[config.mk]
export PLATFORM = sky130hd
export DESIGN_NAME = pic_ctrl
export DESIGN_NICKNAME = d
export VERILOG_FILES = /design/src/rtl/pic_ctrl_pkg.sv /design/src/rtl/pic_ctrl_sync.sv /design/src/rtl/pic_ctrl.sv
export SDC_FILE = /design/constraint.sdc
export NUM_CORES = 1
export LEC_CHECK = 0
export BUFFER_PORTS_ARGS = -buffer_cell sky130_fd_sc_hd__buf_2
export CORE_MARGIN = 2
export CORE_UTILIZATION = 43
export DETAILED_ROUTE_END_ITERATION = 12
export GPL_TIMING_DRIVEN = 0
export PLACE_DENSITY = 0.77
export SLEW_MARGIN = 20
export SYNTH_ARGS = -nofsm -noshare
export SYNTH_HDL_FRONTEND = slang
export SYNTH_SLANG_ARGS = --single-unit
[constraint.sdc]
create_clock -name clk -period 2.1 [get_ports clk]
set_input_delay 0.105 -clock clk [delete_from_list [all_inputs] [get_ports clk]]
set_output_delay 0.105 -clock clk [all_outputs]
set_load 0.02 [all_outputs]
[src/rtl/pic_ctrl_pkg.sv]
// pic_ctrl_pkg: register offsets, FSM encodings and helpers shared by the PIC.
// Latency: n/a (declarations and pure functions only).
// Backpressure: n/a.
package pic_ctrl_pkg;

  localparam int PIC_NSRC = 6;

  // Register offsets from BASE_ADDR (word-addressed window).
  localparam logic [31:0] REG_MODE = 32'h0000_0000;
  localparam logic [31:0] REG_MASK = 32'h0000_0004;
  localparam logic [31:0] REG_PEND = 32'h0000_0008;
  localparam logic [31:0] REG_ACK  = 32'h0000_000C;
  localparam logic [31:0] REG_STAT = 32'h0000_0010;

  // In-service index reported when nothing is being serviced.
  localparam logic [2:0] NO_SRC = 3'b111;

  typedef enum logic [1:0] {
    ST_IDLE  = 2'd0,
    ST_SERVE = 2'd1,
    ST_GAP   = 2'd2
  } pic_state_t;

  // Fixed priority: lowest set index wins; NO_SRC when the vector is empty.
  function automatic logic [2:0] prio_enc(input logic [PIC_NSRC-1:0] v);
    logic [2:0] r;
    r = NO_SRC;
    for (int i = PIC_NSRC - 1; i >= 0; i--) begin
      if (v[i]) r = 3'(i);
    end
    return r;
  endfunction

  function automatic logic [PIC_NSRC-1:0] onehot(input logic [2:0] idx);
    logic [PIC_NSRC-1:0] r;
    r = '0;
    for (int i = 0; i < PIC_NSRC; i++) begin
      if (idx == 3'(i)) r[i] = 1'b1;
    end
    return r;
  endfunction

endpackage

[src/rtl/pic_ctrl_sync.sv]
// irq_sync_edge: 2-flop synchroniser for one async interrupt line plus rising-edge detect.
// Latency: lvl follows irq two edges after it is sampled; rise pulses for one cycle.
// Backpressure: none; free-running sampler.
// Ports: clk, reset (sync, active-high), irq (async in), lvl (synchronised level), rise (edge pulse).
module irq_sync_edge (
  input  logic clk,
  input  logic reset,
  input  logic irq,
  output logic lvl,
  output logic rise
);

  logic s1;
  logic s2;
  logic s3;

  always_ff @(posedge clk) begin
    if (reset) begin
      s1 <= 1'b0;
      s2 <= 1'b0;
      s3 <= 1'b0;
    end else begin
      s1 <= irq;
      s2 <= s1;
      s3 <= s2;
    end
  end

  assign lvl  = s2;
  assign rise = s2 & ~s3;

endmodule

[src/rtl/pic_ctrl.sv]
// pic_ctrl: programmable interrupt controller feeding CP0 HWInt, one serviced source at a time.
// Latency: level irq -> hwint_out in 2 edges, edge irq in 3; ACK drops hwint_out on the write edge.
// Backpressure: none on the bus; new requests wait in PEND until the current service ends.
// Ports: clk, reset (sync, active-high), irq_in[5:0] (async), addr/we/wdata (MMIO write),
//        rdata (combinational read), hwint_out (registered one-hot or zero), busy (registered).
module pic_ctrl
  import pic_ctrl_pkg::*;
#(
  parameter int          NSRC      = PIC_NSRC,
  parameter logic [31:0] BASE_ADDR = 32'h0000_7F20
) (
  input  logic            clk,
  input  logic            reset,
  input  logic [NSRC-1:0] irq_in,
  input  logic [31:0]     addr,
  input  logic            we,
  input  logic [31:0]     wdata,
  output logic [31:0]     rdata,
  output logic [NSRC-1:0] hwint_out,
  output logic            busy
);

  logic [NSRC-1:0] lvl;
  logic [NSRC-1:0] rise;

  for (genvar g = 0; g < NSRC; g++) begin : g_sync
    irq_sync_edge u_sync (
      .clk   (clk),
      .reset (reset),
      .irq   (irq_in[g]),
      .lvl   (lvl[g]),
      .rise  (rise[g])
    );
  end

  // Address decode
  logic sel_mode, sel_mask, sel_pend, sel_ack, sel_stat;
  assign sel_mode = (addr == BASE_ADDR + REG_MODE);
  assign sel_mask = (addr == BASE_ADDR + REG_MASK);
  assign sel_pend = (addr == BASE_ADDR + REG_PEND);
  assign sel_ack  = (addr == BASE_ADDR + REG_ACK);
  assign sel_stat = (addr == BASE_ADDR + REG_STAT);

  logic wr_mode, wr_mask, wr_pend, wr_ack;
  assign wr_mode = we & sel_mode;
  assign wr_mask = we & sel_mask;
  assign wr_pend = we & sel_pend;
  assign wr_ack  = we & sel_ack;

  logic [2:0]      ack_idx;
  logic [NSRC-1:0] wbits;
  assign ack_idx = wdata[2:0];
  assign wbits   = wdata[NSRC-1:0];

  logic unused_wdata;
  assign unused_wdata = &{1'b0, wdata[31:NSRC]};

  // Configuration and pending state
  logic [NSRC-1:0] mode;
  logic [NSRC-1:0] mask;
  logic [NSRC-1:0] latch;
  logic [NSRC-1:0] latch_clr;
  logic [NSRC-1:0] pend;
  logic [NSRC-1:0] elig;
  logic [2:0]      win;

  // ACK of an index clears that latch whether or not it is the one in service.
  assign latch_clr = (wr_pend ? wbits : '0) | (wr_ack ? onehot(ack_idx) : '0);

  // Only edge-mode lines latch; a level line flipped to edge mode starts clean.
  assign pend = (mode & latch) | (~mode & lvl);
  assign elig = pend & mask;
  assign win  = prio_enc(elig);

  always_ff @(posedge clk) begin
    if (reset) begin
      mode  <= '0;
      mask  <= '0;
      latch <= '0;
    end else begin
      if (wr_mode) mode <= wbits;
      if (wr_mask) mask <= wbits;
      // Set is ORed in after the clear so a same-cycle edge is never lost.
      latch <= (latch & ~latch_clr) | (rise & mode);
    end
  end

  // Service FSM
  pic_state_t      state, state_d;
  logic [2:0]      isr_idx, isr_idx_d;
  logic [NSRC-1:0] hwint_d;
  logic            busy_d;
  logic            end_service;

  // hwint_out is one-hot(isr_idx) while serving, so a mask write that clears
  // that bit is detected without indexing wdata by isr_idx.
  assign end_service = (wr_ack && (ack_idx == isr_idx)) ||
                       (wr_mask && ((wbits & hwint_out) == '0));

  always_comb begin
    state_d   = state;
    isr_idx_d = isr_idx;
    hwint_d   = hwint_out;
    busy_d    = busy;
    case (state)
      ST_IDLE: begin
        if (|elig) begin
          state_d   = ST_SERVE;
          isr_idx_d = win;
          hwint_d   = onehot(win);
          busy_d    = 1'b1;
        end
      end
      ST_SERVE: begin
        if (end_service) begin
          state_d   = ST_GAP;
          isr_idx_d = NO_SRC;
          hwint_d   = '0;
          busy_d    = 1'b0;
        end
      end
      ST_GAP: begin
        // Guaranteed low cycle so CP0 sees a deassertion between services.
        state_d = ST_IDLE;
      end
      default: begin
        state_d   = ST_IDLE;
        isr_idx_d = NO_SRC;
        hwint_d   = '0;
        busy_d    = 1'b0;
      end
    endcase
  end

  always_ff @(posedge clk) begin
    if (reset) begin
      state     <= ST_IDLE;
      isr_idx   <= NO_SRC;
      hwint_out <= '0;
      busy      <= 1'b0;
    end else begin
      state     <= state_d;
      isr_idx   <= isr_idx_d;
      hwint_out <= hwint_d;
      busy      <= busy_d;
    end
  end

  // Read mux
  always_comb begin
    rdata = 32'h0;
    if (sel_mode)      rdata = {{(32-NSRC){1'b0}}, mode};
    else if (sel_mask) rdata = {{(32-NSRC){1'b0}}, mask};
    else if (sel_pend) rdata = {{(32-NSRC){1'b0}}, pend};
    else if (sel_stat) rdata = {busy, 25'b0, isr_idx, 3'b000};
  end

endmodule

==> impl_metrics.toml, run 1 <==
[sta]
hold_violations = 0
fin_skew_ns = 0.0113
final.period_utilization_pct = 99.9
min_period_ns = 2.10
slew-limit-headroom_pct = 62.0
minimum_hold_slack_ns = 0.0111
timing.final.max_slew_violations = 0
max_slew.worst_pin.slew_ns = 0.565
setup_violation_total_in_the_final_timing_report = 0
grt_setup_unrepaired = "true"
max_clock_freq_mhz = 477

[route]
drt_drc_violations_left = 0
avgViaCountPerCell = 5.15
vias = 2354
drt_first_iter_violations = 177
drtPass1Iterations = 4
post_route_wl_mm = 6.71
post_drt_wl_per_cell_um = 14.7
drtAntennaViolNets = 0

[finish]
insertedDiodeCount = 0
drive_gt1_share_pct = 33.2
post-route-util_pct = 58.5
layout.cells.most_common = "sky130_fd_sc_hd__buf_2"
area_of_all_placed_cells_without_fillers_sq_um = 3280
area_growth_pct = 29.1
fin_nets = 457
post_route_insts_no_fill = 457
most-common-layout-cells = "sky130_fd_sc_hd__buf_2 (49), sky130_fd_sc_hd__dfxtp_1 (48), sky130_fd_sc_hd__buf_4 (33)"

[setup_path]
slowest_stage = "sky130_fd_sc_hd__or4_4"
critPathKind = "in -> out"
worstSetupEndpointType = "primary output"
critical-path-max-stage-delay_ns = 0.55
worst_ep_arrival_time_ns = 1.99
cp.required_ns = 2.00
critical_path.top_delay_family = "simple AND/OR/NAND/NOR gates"
cp-start-kind = "input port"
path_cells = "buf_6 > or4bb_4 > or4_4 > nor2_4 > a21oi_1 > o21ai_1 > a22o_1 > buf_6"
worst-path-buf-inv = 2
worstPathMaxFanout = 4
crit_path_frequent_cell = "sky130_fd_sc_hd__buf_6"

[pwr]
power.switching_uw = 456
seqPwrFrac_pct = 54.2
irDropWorstVdd_mv = 0.368
total_leakage_power_uw = 0.00145
p_int_uw = 1260
combPwrFrac_pct = 13.2
netSwitchingFraction_pct = 26.5
power_per_cell_area_nw_per_um2 = 524
clkPwrFrac_pct = 32.6

[placed_design]
place.detailed.instances = 441
placed_cell_area_sq_um = 3010
place_congestion = 0.870
dp.final_hpwl_mm = 5.13
io_buffer_count = 58

[logic_synthesis]
synth_enable_flop_cells = 0
synth.ff_latch_count = 48
synth_ff_type = "sky130_fd_sc_hd__dfxtp_1"
synth.lib_cells_used.distinct = 48
synth.avg_cell_area_sq_um = 8.85
syn-cell-area_sq_um = 2540
ys.warnings.count = 0
async_set_or_reset_flop_fraction_in_the_synthesized_netlist_pct = 0
seq_area_frac_synth_pct = 37.8
synthCells = 287

[clock_network]
cts_inserted_buffers = 5
cts.sinks = 48
clock-root-buffer = "sky130_fd_sc_hd__clkbuf_8"
clkSlewWorstSetupHoldPaths_ns = 0.09
cts_max_path_buffers = 2
cts_htree_levels = 2
clock_tree_from_tritoncts = "built"
worst_skew_pair.late_latency_ns = 0.31

[global_routing]
grt_max_degree = 17
first_pass_grt_wire_length_mm = 10.3
via_count_of_the_first_global_routing_pass = 2141
grt_overflow_total = 0
globalRouteTotalUtil_pct = 20.6
number_of_antenna_violations_at_the_first_check_in_global_routing = 0

[floorplan]
die_height_um = 80.9
std_cell_rows = 27
fp.dieArea_sq_um = 6540
initial_core_util_pct = 45.3
ios = 112
core-area_sq_um = 5610
die_w_um = 80.9

[min_path]
worstHoldPathType = "in -> reg"

[outcome]
outcome = "complete, no violations"

[run]
max_cap_violations = 0
==> path summary, 6_finish.rpt <==
| check | from | end | slack, ns | depth (start not counted) |
|---|---|---|---|---|
| worst max-delay path | addr[4] | rdata[4] | 0.002 | 8 |
| worst min register to register | g_sync[0].u_sync.s1$_SDFF_PP0_ | g_sync[0].u_sync.lvl$_SDFF_PP0_ | 0.45 | 1 |
| worst max register to register | mode[3]$_SDFFE_PP0P_ | hwint_out[3]$_SDFFE_PP0P_ | 0.15 | 6 |
| worst min-delay path | irq_in[1] | g_sync[1].u_sync.s1$_SDFF_PP0_ | 0.01 | 2 |
==> logic make-up after synthesis <==
logic type	share of synthesized area [%]
xor+xnor	1.03
buf+inv	9.75
flops	37.8
compound gates	14.1
mux	9.50
other cells	0.148
simple gates	27.7
==> Yosys cell counts, types with 3 or more instances <==
| master | instances | area (sq um) |
|---|---|---|
| sky130_fd_sc_hd__dfxtp_1 | 48 | 961 |
| sky130_fd_sc_hd__nand2_1 | 25 | 93.8 |
| sky130_fd_sc_hd__inv_1 | 3 | 11.3 |
| sky130_fd_sc_hd__a21oi_1 | 13 | 65.1 |
| sky130_fd_sc_hd__a22oi_1 | 3 | 22.5 |
| sky130_fd_sc_hd__mux2_2 | 9 | 101 |
| sky130_fd_sc_hd__o2bb2ai_1 | 4 | 35.0 |
| sky130_fd_sc_hd__clkbuf_1 | 12 | 45.0 |
| sky130_fd_sc_hd__a2bb2oi_1 | 3 | 26.3 |
| sky130_fd_sc_hd__nand4_1 | 3 | 18.8 |
| sky130_fd_sc_hd__nor2_1 | 24 | 90.1 |
| sky130_fd_sc_hd__a31oi_1 | 3 | 18.8 |
| sky130_fd_sc_hd__nor2b_1 | 23 | 144 |
| sky130_fd_sc_hd__nand2b_1 | 6 | 37.5 |
| sky130_fd_sc_hd__nor4_1 | 7 | 43.8 |
| sky130_fd_sc_hd__xor2_1 | 3 | 26.3 |
| sky130_fd_sc_hd__a22o_1 | 5 | 43.8 |
| sky130_fd_sc_hd__nand3b_1 | 9 | 67.6 |
| sky130_fd_sc_hd__buf_4 | 25 | 188 |
| sky130_fd_sc_hd__o21ai_1 | 9 | 45.0 |
| sky130_fd_sc_hd__mux2i_1 | 14 | 140 |
==> per-stage QoR <==
stage          setup TNS (ns)  worst slack [ns]  total power [uW]
5_1_grt                -0.431           -0.0607              1800
4_1_cts                     0           0.00141              1720
3_5_place_dp            -5.10            -0.470              1170
2_1_floorplan               0             0.106              1090
6_report                    0           0.00221              1720
3_3_place_gp            -4.57            -0.460              1160
==> worst reg2reg max path, delay by kind of cell (launching register included) <==
kind | cells | cell delay (ns)
compound gates | 3 | 0.71
simple gates | 2 | 0.41
flops | 1 | 0.39
mux | 1 | 0.39
==> routing by layer <==
| layer | wire, um | up-vias | track usage (%) |
|---|---|---|---|
| li1 | - | 1162 | - |
| met1 | 2770 | 1071 | 24.6 |
| met2 | 3310 | 115 | 37.8 |
| met3 | 572 | 6 | 3.56 |
| met4 | 57 | 0 | 5.42 |
| met5 | 0 | - | 0 |
==> sequential cells by signal, indices dropped and copies added, names as in the netlist <==
| register | flops |
|---|---|
| isr_idx | 3 |
| g_sync.u_sync.lvl | 6 |
| mask | 6 |
| hwint_out | 6 |
| mode | 6 |
| g_sync.u_sync.s3 | 6 |
| g_sync.u_sync.s1 | 6 |
| busy | 1 |
| state | 2 |
| latch | 6 |
==> area by class of cell <==
| cell class | instances | area, sq um |
|---|---|---|
| fillers | 514 | 2330 |
| clock buffers | 5 | 68.8 |
| inverters | 4 | 15.0 |
| plain buffers | 37 | 235 |
| clock inverters | 3 | 23.8 |
| well taps | 72 | 90.1 |
| repair buffers | 66 | 404 |
| multi-input cells | 222 | 1480 |
| flip-flops and latches | 48 | 961 |
==> power by group through the flow <==
stage	registers [uW]	logic, uW	clock network, uW
6_report	933	227	560
5_1_grt	935	247	617
4_1_cts	933	220	572
3_5_place_dp	954	213	0
3_3_place_gp	953	210	0
2_1_floorplan	953	142	0
==> timing repair <==
action	4_1_cts	5_1_grt
setup buffers	4	2
gates resized for setup	9	22
setup endpoints to repair	7	15
endpoints found under the hold margin	2	0
pin swaps	5	8
hold buffers	2	0
Power figures use the tool's default switching activity.
==> inputs of run 2 (changes only) <==
--- a/config.mk
+++ b/config.mk
@@ -10,8 +10,9 @@
 export CORE_UTILIZATION = 43
 export DETAILED_ROUTE_END_ITERATION = 12
 export GPL_TIMING_DRIVEN = 0
-export PLACE_DENSITY = 0.77
+export PLACE_DENSITY = 0.76
 export SLEW_MARGIN = 20
 export SYNTH_ARGS = -nofsm -noshare
 export SYNTH_HDL_FRONTEND = slang
+export SYNTH_HIERARCHICAL = 1
 export SYNTH_SLANG_ARGS = --single-unit
==> constraint.sdc (replaced) <==
create_clock -name clk -period 2.1 [get_ports clk]
set_input_delay 0.105 -clock clk [delete_from_list [all_inputs] [get_ports clk]]
set_output_delay 0.105 -clock clk [all_outputs]
set_load 0.1 [all_outputs]
==> impl_metrics.toml, run 2 <==
[outcome]
outcome = "complete, no violations"

[min_path]
min_path_cells = 2
worstHoldPathType = "in -> reg"

[setup_path]
worstSetupEndpointType = "primary output"
cp-start-kind = "input port"
critPathKind = "in -> out"
rr_worst_depth = 6
cp.required_ns = 2.00
worst_ep_arrival_time_ns = 1.97
worstPathMaxFanout = 10

[sta]
fin_skew_ns = 0.00840
layout_setup_ws_ns = 0.0272
min_period_ns = 2.07
max_clock_freq_mhz = 482
timing.final.max_slew_violations = 0
minimum_hold_slack_ns = 0.00826
slew-limit-headroom_pct = 31.9
setup_violation_total_in_the_final_timing_report = 0
final.period_utilization_pct = 98.7
grt_setup_unrepaired = "true"
hold_violations = 0
max_slew.worst_pin.slew_ns = 1.01

[clock_network]
cts_htree_levels = 2
cts.sinks = 48
clock-root-buffer = "sky130_fd_sc_hd__clkbuf_8"
cts_inserted_buffers = 5
cts_max_path_buffers = 2
clkSlewWorstSetupHoldPaths_ns = 0.09
clock_tree_from_tritoncts = "built"
worst_skew_pair.late_latency_ns = 0.30

[finish]
most-common-layout-cells = "sky130_fd_sc_hd__buf_2 (52), sky130_fd_sc_hd__dfxtp_1 (48), sky130_fd_sc_hd__buf_4 (33)"
drive_gt1_share_pct = 30.8
fin_nets = 469
area_growth_pct = 28.0
area_of_all_placed_cells_without_fillers_sq_um = 3330
insertedDiodeCount = 0
layout.cells.most_common = "sky130_fd_sc_hd__buf_2"
post_route_insts_no_fill = 471
post-route-util_pct = 56.6

[global_routing]
number_of_antenna_violations_at_the_first_check_in_global_routing = 0
grt_overflow_total = 0
globalRouteTotalUtil_pct = 19.6
grt_max_degree = 20
first_pass_grt_wire_length_mm = 9.94
via_count_of_the_first_global_routing_pass = 2117

[logic_synthesis]
yosys.cell_count.top_type = "sky130_fd_sc_hd__dfxtp_1"
synth.avg_cell_area_sq_um = 8.62
ys.warnings.count = 6
synth.ff_latch_count = 48
ranking_of_synthesized_cells_by_instance_count = "sky130_fd_sc_hd__dfxtp_1 (48), sky130_fd_sc_hd__nor2_1 (28), sky130_fd_sc_hd__buf_4 (25)"
syn-cell-area_sq_um = 2600
synth.lib_cells_used.distinct = 54
async_set_or_reset_flop_fraction_in_the_synthesized_netlist_pct = 0
synth_ff_type = "sky130_fd_sc_hd__dfxtp_1"
synthCells = 302
synth_enable_flop_cells = 0
synth.largest_area_cell = "sky130_fd_sc_hd__dfxtp_1"
synth.top_cells.by_area = "sky130_fd_sc_hd__dfxtp_1 (37%), sky130_fd_sc_hd__buf_4 (7.2%), sky130_fd_sc_hd__mux2i_1 (6.2%)"
synth_top_cell_area_share_pct = 36.9
seq_area_frac_synth_pct = 36.9

[route]
drtAntennaViolNets = 0
wirelength_met1_mm = 2.78
top_layer_used = "met4"
detailroute.wirelength.met3_um = 734
drt_drc_violations_left = 0
dr_wl_met2_mm = 2.95
avgViaCountPerCell = 5.40
drt_first_iter_violations = 221
drtPass1Iterations = 5
post_route_wl_mm = 6.60
post_drt_wl_per_cell_um = 14.0
vias = 2542

[pwr]
total_leakage_power_uw = 0.00136
irDropWorstVdd_mv = 0.454
power_per_cell_area_nw_per_um2 = 554

[placed_design]
placed_cell_area_sq_um = 3130
dp.final_hpwl_mm = 5.05
place.detailed.instances = 457
dpl_worst_slack_ns = -0.258
place_congestion = 0.919
io_buffer_count = 56

[floorplan]
die_height_um = 81.8
std_cell_rows = 28
die_w_um = 81.8
ios = 112
fp.dieArea_sq_um = 6690
core-area_sq_um = 5890
initial_core_util_pct = 44.2

[run]
max_cap_violations = 0
==> run 2: cell types whose count changed after synthesis, moves of 6 or more <==
| cell | previous run | this run |
|---|---|---|
| sky130_fd_sc_hd__o22ai_1 | 0 | 6 |
| sky130_fd_sc_hd__a211oi_1 | 0 | 6 |
| sky130_fd_sc_hd__o21ai_1 | 9 | 0 |
| sky130_fd_sc_hd__nor2b_2 | 0 | 6 |
| sky130_fd_sc_hd__mux2_2 | 9 | 2 |
| sky130_fd_sc_hd__nand2_1 | 25 | 17 |
| sky130_fd_sc_hd__a21oi_1 | 13 | 7 |
| sky130_fd_sc_hd__inv_1 | 3 | 17 |
| sky130_fd_sc_hd__nand3b_1 | 9 | 1 |
| sky130_fd_sc_hd__o21ai_0 | 0 | 17 |
==> run 2: worst paths after layout <==
kind                                                startpoint                              end  slack (ns)
worst max-delay path                                  addr[24]                         rdata[1]        0.03
worst min-delay path                                 irq_in[5]   g_sync[5].u_sync/s1$_SDFF_PP0_       0.008
worst min register to register  g_sync[3].u_sync/s1$_SDFF_PP0_  g_sync[3].u_sync/lvl$_SDFF_PP0_        0.44
worst max register to register            mode[3]$_SDFFE_PP0P_          isr_idx[0]$_SDFFE_PP1P_        0.18
==> run 2: routing by layer <==
layer | track usage [%] | vias up
met5 | 0 | -
li1 | - | 1200
met1 | 26.3 | 1175
met4 | 6.00 | 0
met2 | 32.2 | 152
met3 | 3.19 | 15
==> run 2: cell families (layout without fill, tap and decap cells) <==
group | Yosys count | count (layout) | share of synthesized area (%)
simple gates | 120 | 120 | 27.5
compound gates | 59 | 59 | 16.2
buf+inv | 53 | 123 | 11.2
flops | 48 | 48 | 36.9
mux | 18 | 18 | 7.02
xor+xnor | 3 | 3 | 1.01
other cells | 1 | 25 | 0.144
==> run 2: worst max-delay path, cell delays in order <==
cell and delay, ns:
sky130_fd_sc_hd__buf_2 0.11, sky130_fd_sc_hd__nor4b_4 0.29, sky130_fd_sc_hd__nand4b_2 0.15, sky130_fd_sc_hd__or3_4 0.43, sky130_fd_sc_hd__clkbuf_8 0.21, sky130_fd_sc_hd__nor4_1 0.28, sky130_fd_sc_hd__a221o_2 0.19, sky130_fd_sc_hd__buf_8 0.20
==> run 2: layout make-up <==
class                   count  area, sq um
plain buffers              36          239
clock inverters             2         12.5
flip-flops and latches     48          961
clock buffers               5         68.8
repair buffers             63          367
fillers                   542         2550
well taps                  75         93.8
inverters                  17         63.8
multi-input cells         225         1530
==> run 2: power by group <==
group	leakage, uW	switching (uW)	internal [uW]
sequential	0.000390	5.24	923
clock	0.0000400	301	226
combinational	0.000931	291	99.0
total	0.00136	597	1250
==> run 2: repair_timing <==
| item | 4_1_cts | 5_1_grt |
|---|---|---|
| resized for setup | 8 | 6 |
| pin swaps | 2 | 0 |
| endpoints found under the setup margin | 7 | 9 |
| hold endpoints to repair | 0 | 0 |
| hold buffers | 0 | 0 |
| buffers inserted | 6 | 1 |
==> run 2: metrics by stage <==
step                TNS, ns  total power, uW
CTS                       0             1850
detailed placement    -1.14             1330
floorplan            -0.260             1260
global route         -0.162             1920
finish                    0             1840
global placement     -0.868             1330
==> inputs of run 3 (changes only) <==
--- a/config.mk
+++ b/config.mk
@@ -5,6 +5,7 @@
 export SDC_FILE = /design/constraint.sdc
 export NUM_CORES = 1
 export LEC_CHECK = 0
+export ABC_AREA = 1
 export BUFFER_PORTS_ARGS = -buffer_cell sky130_fd_sc_hd__buf_2
 export CORE_MARGIN = 2
 export CORE_UTILIZATION = 43
==> impl_metrics.toml, run 3 <==
[route]
post_drt_wl_per_cell_um = 11.2
post_route_wl_mm = 6.13
drtAntennaViolNets = 0
drtPass1Iterations = 7
drt_drc_violations_left = 0
vias = 2644
drt_first_iter_violations = 154
avgViaCountPerCell = 4.82

[logic_synthesis]
ranking_of_synthesized_cells_by_instance_count = "sky130_fd_sc_hd__nand2_1 (72), sky130_fd_sc_hd__nor2_1 (57), sky130_fd_sc_hd__dfxtp_1 (48)"
synth_ff_type = "sky130_fd_sc_hd__dfxtp_1"
seq_area_frac_synth_pct = 36.2
synth_enable_flop_cells = 0
async_set_or_reset_flop_fraction_in_the_synthesized_netlist_pct = 0
synth.avg_cell_area_sq_um = 6.91
syn-cell-area_sq_um = 2650
synth.lib_cells_used.distinct = 34
synth.ff_latch_count = 48
yosys.cell_count.top_type = "sky130_fd_sc_hd__nand2_1"
synth.largest_area_cell = "sky130_fd_sc_hd__dfxtp_1"
synth.top_cells.by_area = "sky130_fd_sc_hd__dfxtp_1 (36%), sky130_fd_sc_hd__nand2_1 (10%), sky130_fd_sc_hd__nor2_1 (8.1%)"
synth_top_cell_area_share_pct = 36.2
synthCells = 384
ys.warnings.count = 6

[sta]
slew-limit-headroom_pct = 65.5
fin_skew_ns = 0.00948
final.period_utilization_pct = 89.9
grt_setup_unrepaired = "false"
hold_violations = 0
max_slew.worst_pin.slew_ns = 0.517
timing.final.max_slew_violations = 0
min_period_ns = 1.89
setup_violation_total_in_the_final_timing_report = 0
max_clock_freq_mhz = 529
setup-tns-final_ns = 0

[setup_path]
cp.required_ns = 2.00
cp-start-kind = "input port"
worstSetupEndpointType = "primary output"
worst_ep_arrival_time_ns = 1.78
worstPathMaxFanout = 10
critPathKind = "in -> out"

[global_routing]
grt_overflow_total = 0
grt_max_degree = 20
first_pass_grt_wire_length_mm = 9.74
number_of_antenna_violations_at_the_first_check_in_global_routing = 0
via_count_of_the_first_global_routing_pass = 2243
globalRouteTotalUtil_pct = 18.5

[finish]
insertedDiodeCount = 0
post_route_insts_no_fill = 548
layout.cells.most_common = "sky130_fd_sc_hd__nand2_1"
drive_gt1_share_pct = 23.9
fillCellCount = 591
area_growth_pct = 22.0
multi_input_comb_area_sq_um = 1350
post-route-util_pct = 54.3
area_of_all_placed_cells_without_fillers_sq_um = 3240
layout.area.seq_sq_um = 961
fin_nets = 546
most-common-layout-cells = "sky130_fd_sc_hd__nand2_1 (72), sky130_fd_sc_hd__nor2_1 (57), sky130_fd_sc_hd__buf_2 (53)"

[floorplan]
die_w_um = 82.5
ios = 112
std_cell_rows = 28
fp.dieArea_sq_um = 6810
initial_core_util_pct = 44.5
core-area_sq_um = 5960
die_height_um = 82.5

[clock_network]
cts.sinks = 48
clock_tree_from_tritoncts = "built"
cts_max_path_buffers = 2
worst_skew_pair.late_latency_ns = 0.30
clock-root-buffer = "sky130_fd_sc_hd__clkbuf_8"
cts_inserted_buffers = 5
clkSlewWorstSetupHoldPaths_ns = 0.08
cts_htree_levels = 2

[placed_design]
placed_cell_area_sq_um = 3120
place.detailed.instances = 540
place_congestion = 0.906
io_buffer_count = 57
dp.final_hpwl_mm = 4.82

[pwr]
total_leakage_power_uw = 0.00154
power_per_cell_area_nw_per_um2 = 597
irDropWorstVdd_mv = 0.478
report.power.total_uw = 1930

[outcome]
outcome = "complete, no violations"

[min_path]
worstHoldPathType = "in -> reg"

[run]
max_cap_violations = 0
run 3: what timing repair did:
item | CTS | global route
gates resized for setup | 0 | 12
endpoints found under the hold margin | 0 | 1
setup buffers | 0 | 0
setup endpoints to repair | 0 | 6
hold buffers | 0 | 1
run 3: layout make-up:
cell class,instances,area share (%)
Multi-Input combinational cell,276,41.8
Buffer,34,7.31
Inverter,50,5.96
Tap cell,75,2.90
Sequential cell,48,29.7
Clock buffer,6,2.24
Timing Repair Buffer,58,9.94
Clock inverter,1,0.155
run 3: report_power, final:
part / total [uW] / switching [uW] / leakage (uW) / internal, uW
clock network: 506 / 280 / 0.0000410 / 226
logic: 469 / 353 / 0.00111 / 115
registers: 956 / 18.0 / 0.000390 / 938
run 3: worst max-delay path: stages:
cell and delay, ns:
sky130_fd_sc_hd__buf_2 0.10, sky130_fd_sc_hd__nor2_1 0.12, sky130_fd_sc_hd__nand2_1 0.07, sky130_fd_sc_hd__nor2_1 0.13
sky130_fd_sc_hd__nand2_2 0.14, sky130_fd_sc_hd__nor2_4 0.20, sky130_fd_sc_hd__nand2_4 0.09, sky130_fd_sc_hd__nor2_8 0.14
sky130_fd_sc_hd__inv_2 0.11, sky130_fd_sc_hd__o21ai_0 0.09, sky130_fd_sc_hd__o22a_1 0.16, sky130_fd_sc_hd__clkbuf_4 0.33
run 3: logic make-up after synthesis:
logic type | after synthesis | share of synthesized area [%]
flip-flops | 48 | 36.2
AO/OA/AOI/OAI | 48 | 10.1
AND/OR/NAND/NOR | 200 | 36.3
other | 1 | 0.141
buffers and inverters | 84 | 16.2
XOR/XNOR | 3 | 0.991
run 3: worst paths after layout:
path                                   startpoint                               to  slack [ns]  cells past startpoint
setup / recovery                         addr[27]                         rdata[2]        0.21                     12
hold / removal                          irq_in[4]   g_sync[4].u_sync/s1$_SDFF_PP0_       0.006                      3
setup reg to reg  g_sync[4].u_sync/lvl$_SDFF_PP0_          isr_idx[1]$_SDFFE_PP1P_        0.35                      9
hold reg to reg    g_sync[3].u_sync/s1$_SDFF_PP0_  g_sync[3].u_sync/lvl$_SDFF_PP0_        0.41                      2
run 3: per-layer routing:
layer  wire length, um  global-route usage, %  vias up
met5                 0                      0        -
met4                93                   6.07        0
met3               640                   3.91       10
met2              2760                   30.9      131
met1              2640                   23.8     1134
li1                  -                      -     1369
run 3: stage by stage:
stage | setup WS, ns | hold slack, ns
after floorplan | 0.210 | 0.176
after global placement | 0.0920 | 0.306
after detailed placement | 0.0505 | 0.310
after CTS | 0.0504 | 0.000721
after global routing | 0.0153 | 0.00363
final | 0.211 | 0.00633
